### src/rtl/i2s_transmitter.sv
// i2s_transmitter: serialises stereo samples into a Philips I2S stream with derived bclk/lrclk
module i2s_transmitter #(
   parameter int BITSIZE  = 24,
   parameter int SLOTSIZE = 32,
   parameter int BCLKDIV  = 2
) (
   input  logic               clk,
   input  logic               reset,
   input  logic [BITSIZE-1:0] left_in,
   input  logic [BITSIZE-1:0] right_in,
   output logic               bclk,
   output logic               lrclk,
   output logic               sdata,
   output logic               sample_req
);
   localparam int NW = $clog2(2*SLOTSIZE);
   localparam int PW = (BCLKDIV > 1) ? $clog2(BCLKDIV) : 1;
   localparam int BW = (BITSIZE > 1) ? $clog2(BITSIZE) : 1;
   logic [PW-1:0]      pcnt_q, pcnt_d;
   logic [NW-1:0]      n_q, n_d, n_nx, p;
   logic [BW-1:0]      bidx;
   logic [BITSIZE-1:0] left_q, left_d, right_q, right_d;
   logic               bclk_q, bclk_d, lrclk_q, lrclk_d, sdata_q, sdata_d, req_q, req_d;
   logic               wrap, fall, latch;

   // prescaler, fall-event bit counter, slot decode and sample latch
   always_comb begin
      wrap    = pcnt_q == PW'(BCLKDIV-1);
      fall    = wrap & bclk_q;
      n_nx    = (n_q == NW'(2*SLOTSIZE-1)) ? '0 : n_q + 1'b1;
      p       = n_nx[NW-1] ? n_nx - NW'(SLOTSIZE) : n_nx;
      bidx    = BW'(NW'(BITSIZE) - p);
      latch   = fall & (n_nx == '0);
      pcnt_d  = wrap ? '0 : pcnt_q + 1'b1;
      bclk_d  = bclk_q ^ wrap;
      n_d     = fall ? n_nx : n_q;
      lrclk_d = fall ? n_nx[NW-1] : lrclk_q;
      sdata_d = fall ? ((p != '0) && (p <= NW'(BITSIZE)) && (n_nx[NW-1] ? right_q[bidx] : left_q[bidx])) : sdata_q;
      req_d   = latch;
      left_d  = latch ? left_in : left_q;
      right_d = latch ? right_in : right_q;
   end

   // state registers; reset restarts the frame so the next fall event is slot bit 0
   always_ff @(posedge clk) begin
      if (reset) begin
         pcnt_q  <= '0;
         bclk_q  <= 1'b0;
         n_q     <= NW'(2*SLOTSIZE-1);
         lrclk_q <= 1'b1;
         sdata_q <= 1'b0;
         req_q   <= 1'b0;
         left_q  <= '0;
         right_q <= '0;
      end else begin
         pcnt_q  <= pcnt_d;
         bclk_q  <= bclk_d;
         n_q     <= n_d;
         lrclk_q <= lrclk_d;
         sdata_q <= sdata_d;
         req_q   <= req_d;
         left_q  <= left_d;
         right_q <= right_d;
      end
   end

   assign bclk       = bclk_q;
   assign lrclk      = lrclk_q;
   assign sdata      = sdata_q;
   assign sample_req = req_q;
endmodule

### config.mk
export PLATFORM = sky130hd
export DESIGN_NAME = i2s_transmitter
export DESIGN_NICKNAME = d
export VERILOG_FILES = /design/src/rtl/i2s_transmitter.sv
export SDC_FILE = /design/constraint.sdc
export NUM_CORES = 1
export LEC_CHECK = 0
export CORE_MARGIN = 4
export CORE_UTILIZATION = 52
export CTS_CLUSTER_SIZE = 40
export DETAILED_ROUTE_END_ITERATION = 10
export PLACE_DENSITY = 0.83
export SLEW_MARGIN = 20
export SYNTH_ARGS = -nofsm -noshare
export SYNTH_HDL_FRONTEND = slang
export SYNTH_SLANG_ARGS = --single-unit
### constraint.sdc
create_clock -name clk -period 2.41 [get_ports clk]
set_input_delay 0.482 -clock clk [delete_from_list [all_inputs] [get_ports clk]]
set_output_delay 0.482 -clock clk [all_outputs]
set_load 0.1 [all_outputs]
* Word level (Yosys, flattened, before mapping)
Index checks and enable logic that the tools add are counted.
Storage, ports and cells: register bits after elaboration 59, input port bits 50, output and inout port bits 4, logic and storage cells 30
Cells by class: $add $sub $neg 4, $lt $le $gt $ge 2, equal/unequal tests 1, multiplexer cells 7, bitwise gates (word level) 3, reduce and logical (&&, ||, !) cells 5
Operator list (count):
- 6-bit 2-to-1 mux | 2
- 1-bit binary-select mux with 5-bit select | 2
- 6-bit by 1-bit adder with 6-bit output (second input constant) | 1
- 6-bit equality test (second input constant) | 1
- 6-bit by 5-bit <= comparator with 1-bit output (second input constant) | 1
- 6-bit zero test | 1
- 5-bit by 6-bit less-than comparator with 1-bit output (second input constant) | 1
- 6-bit nonzero test | 1
- 6-bit subtractor (second input constant) | 1
- 5-bit subtractor (first input constant) | 1
- 1-bit 2-to-1 mux | 3
- 1-bit AND | 2
- 1-bit logical AND | 2
- 2-bit OR reduction | 1
- 1-bit adder (second input constant) | 1
- 1-bit bitwise XOR | 1

* Depth between registers and ports, before layout
depth in word-level cells 9, gate-level depth with buffers 10, mapped depth without buffers 7

* Least setup slack after synthesis
No wires, ideal clock.
path kind register to register, from register n_q[5], to register left_q[11], library setup time 0.070 ns, data arrival time 2.295 ns, data required time 2.340 ns, slack 0.045 ns, cell stages (with the launch flop) 10, buffers on the path 3, clock period less this slack 2.365 ns, cells stage by stage dfxtp_1 > and3_1 > buf_6 > a21o_1 > a31o_1 > and3_1 > buf_6 > buf_6 > nand2_1 > a21oi_1
Between the ends: word-level cells in the longest chain between the ends 4, elaborated cells between the ends (all ways) 5, classes of those cells 1 x add/sub; 1 x eq/ne; 1 x mux; 1 x bitwise; 1 x reduce/logical
RTL lines:
- start, declared | RTL line 20 | logic [NW-1:0] n_q, n_d, n_nx, p;
- start signal, assigned | RTL line 49 | n_q <= NW'(2*SLOTSIZE-1);
- start signal, assigned | RTL line 58 | n_q <= n_d;
- 6-bit by 1-bit adder with 6-bit output / 6-bit equality test (equally long branches) | RTL line 30 | n_nx = (n_q == NW'(2*SLOTSIZE-1)) ? '0 : n_q + 1'b1;
- 6-bit 2-to-1 mux * | RTL line 30
- 6-bit zero test * | RTL line 33 | latch = fall & (n_nx == '0);
- 1-bit AND * | RTL line 33
- end signal, assigned | RTL line 62 | left_q <= left_d;
- end, declared | RTL line 22 | logic [BITSIZE-1:0] left_q, left_d, right_q, right_d;
Every way passes the cells marked *; elsewhere a longest branch is shown, timed or not. A chain may end at the register's enable or synchronous reset.

* Final worst setup path
from register n_q[0], to register sdata_q, in the netlist sdata
Between the ends: word-level cells in the longest chain between the ends 9, elaborated cells between the ends (all ways) 15, classes of those cells 3 x add/sub; 1 x order compare; 1 x eq/ne; 7 x mux; 3 x reduce/logical
RTL lines:
- 6-bit by 1-bit adder with 6-bit output / 6-bit equality test (equally long branches) | RTL line 30
- 6-bit 2-to-1 mux * | RTL line 30
- net n_nx[1] | RTL line 20
- 6-bit subtractor | RTL line 31 | p = n_nx[NW-1] ? n_nx - NW'(SLOTSIZE) : n_nx;
- 6-bit 2-to-1 mux * | RTL line 31
- 5-bit subtractor | RTL line 32 | bidx = BW'(NW'(BITSIZE) - p);
- 1-bit binary-select mux with 5-bit select | RTL line 38 | sdata_d = fall ? ((p != '0) && (p <= NW'(BITSIZE)) && (n_nx[NW-1] ? right_q[bidx] : left_q[bidx])) : sdata_q;
- 1-bit 2-to-1 mux (not written as such) | RTL line 38
- 1-bit 2-to-1 mux | RTL line 38
- 1-bit logical AND * | RTL line 38
- end signal, assigned | RTL line 60 | sdata_q <= sdata_d;
- end, declared | RTL line 23 | logic bclk_q, bclk_d, lrclk_q, lrclk_d, sdata_q, sdata_d, req_q, req_d;
Mark *: on every way through the listed nets, which the timed path passes. The rest lies on a longest branch. The select of a mux whose other input is x is not followed.

==> impl_metrics.env <==
export IMPL_ios=54
export IMPL_drt_wl_total_mm=6.88
export IMPL_syn_to_final_growth_pct=23.1
export IMPL_final_cell_mix="nand2_1 (111), dfxtp_1 (58), a21oi_1 (55)"
export IMPL_start_util=0.536
export IMPL_wl_per_cell_um=14.1
export IMPL_die_area_um2=6950
export IMPL_synth_area_um2=2950
export IMPL_diodes=0
export IMPL_path_max_fanout=9
export IMPL_ys_seq_area_frac=0.393
export IMPL_antenna_left=0
export IMPL_drv_slew=0
export IMPL_clock_path_buffers=2
export IMPL_drive_above_1_share=0.120
export IMPL_peakVddDrop_uv=473
export IMPL_clk_pin_slew_worst_paths_ps=60
export IMPL_port_buffers=53
export IMPL_cts_hold_buf=0
export IMPL_synthFlopType="dfxtp_1"
export IMPL_overflow=0
export IMPL_grt_setup_unrepaired="false"
export IMPL_nNetsFinal=463
export IMPL_cts_resized=0
export IMPL_yosysWarnings=0
export IMPL_cts_htree_levels=3
export IMPL_vias_per_cell=5.43
export IMPL_place_congestion=0.881
export IMPL_grt_pass1_wl_mm=11.3
export IMPL_synth_edf_count=0
export IMPL_netlist_area_leader_share=0.393
export IMPL_max_slew_worst_pin_slew_ps=561
export IMPL_rows=27
export IMPL_worst_slack_ps=254
export IMPL_critical_path_class="reg2reg"
export IMPL_drtIter0Drc=220
export IMPL_dp_slack_ps=284
export IMPL_final_area_um2=3640
export IMPL_placed_cell_area_um2=3430
export IMPL_required_ps=2610
export IMPL_yosysUniqueCellTypes=52
export IMPL_drtPass1Iterations=4
export IMPL_clock_sinks=58
export IMPL_drcViolationCount=0
export IMPL_setup_viol=0
export IMPL_hold_viol=0
export IMPL_leakagePower_nw=1.26
export IMPL_setup_tns_ps=0
export IMPL_slew_headroom=0.626
export IMPL_cts_tree="done"
export IMPL_status="finished, final reports clean"
export IMPL_die_w_um=83.4
export IMPL_coreArea_um2=5510
export IMPL_period_share=0.895
export IMPL_hold_path_class="reg2reg"
export IMPL_cp_end_kind="flop"
export IMPL_ctsRootBufferMaster="clkbuf_8"
export IMPL_dp_hpwl_mm=4.78
export IMPL_clock_latency_ps=330
export IMPL_syn_area_per_cell_um2=8.16
export IMPL_final_common_cell="nand2_1"
export IMPL_max_cap_violations=0
export IMPL_synth_async_reset_ratio=0
export IMPL_synth_top_area_cell="dfxtp_1"
export IMPL_cts_buffers=9
export IMPL_track_usage=0.199
export IMPL_syn_instance_count=362
export IMPL_vias=2649
export IMPL_ys_top_cells_by_area="dfxtp_1 (39%), nand2_1 (14%), a21oi_1 (9.3%)"
export IMPL_grt_pass1_vias=2448
export IMPL_die_h_um=83.4
export IMPL_cp_arrival_ps=2360
export IMPL_cts_setup_buffers=0
export IMPL_period_needed_ps=2160
export IMPL_max_freq_mhz=464
export IMPL_r2r_slack_ps=250
export IMPL_grt_max_degree=58
export IMPL_fin_skew_ps=8.11
export IMPL_p_per_area_nw_per_um2=649
export IMPL_ys_ff_latch=58
export IMPL_synth_fp_nets=414
export IMPL_startpoint_type="flop"
export IMPL_antenna_found_initial=0
export IMPL_dpl_cell_count=472
export IMPL_layout_cells_non_filler=488
-- sequential cells by signal, indices dropped and copies added (netlist names) --
register and cells:
left_q 24, right_q 24, n_q 6, bclk 1, pcnt_q 1, sample_req 1, sdata 1
-- cell usage after synthesis (3+ instances only) --
master,instances
mux4_2,4
a211o_1,4
o21ai_0,4
a21oi_1,55
clkbuf_8,5
inv_1,5
nand2b_1,4
nor2_1,12
nor3_1,4
nand2_1,111
clkbuf_1,7
buf_6,8
mux2i_1,7
o2111ai_1,5
a21o_1,3
nor2b_1,3
nand3_1,7
buf_2,8
dfxtp_1,58
-- through the flow --
stage / power [mW] / util / hold slack [ps]
2_1_floorplan: 1.34 / - / 397
3_3_place_gp: 1.46 / 0.623 / 405
3_5_place_dp: 1.47 / 0.623 / 407
4_1_cts: 2.37 / 0.661 / 423
5_1_grt: 2.46 / 0.661 / 451
6_report: 2.36 / 0.661 / 419
-- area by class of cell --
cell class                      count  area [um2]
Inverter                            5        18.8
Clock buffer                       12         155
Timing Repair Buffer               69         636
Clock inverter                      4        50.0
Tap cell                           72        90.1
Sequential cell                    58        1160
Multi-Input combinational cell    268        1530
Fill cell                         472        1870
-- path summary, 6_finish.rpt --
check | endpoint | start | cells past startpoint
max | sdata | n_q[0] | 5
max reg2reg | sdata | n_q[0] | 5
min reg2reg | pcnt_q | pcnt_q | 1
min | pcnt_q | pcnt_q | 1
-- critical path, stage by stage (launching register included) --
cell	delay [ps]
dfxtp_1	320
ha_1	510
mux4_2	560
a21o_1	190
o41ai_1	330
o32ai_1	140
-- layer usage --
metal | up-vias | track usage | share of wire
met4 | 0 | 0.0877 | 0.011
met3 | 8 | 0.0387 | 0.047
li1 | 1359 | - | -
met5 | - | 0 | 0
met1 | 1213 | 0.253 | 0.44
met2 | 69 | 0.326 | 0.50
-- report_power, final --
part / internal [mW] / switching [mW]
registers: 0.993 / 0.0269
clock network: 0.532 / 0.379
logic: 0.203 / 0.227
-- cells by family (layout without fill, tap and decap cells) --
group / Yosys count / in the layout / synth area share
and+or+nand+nor: 156 / 156 / 0.227
DFF: 58 / 58 / 0.393
muxes: 14 / 14 / 0.0707
buffers and inverters: 36 / 90 / 0.0902
AOI/OAI and AO/OA: 93 / 93 / 0.202
adders and majority gates: 2 / 2 / 0.00847
xor gates and xnor gates: 3 / 3 / 0.00890
(Power assumes the default switching activity.)
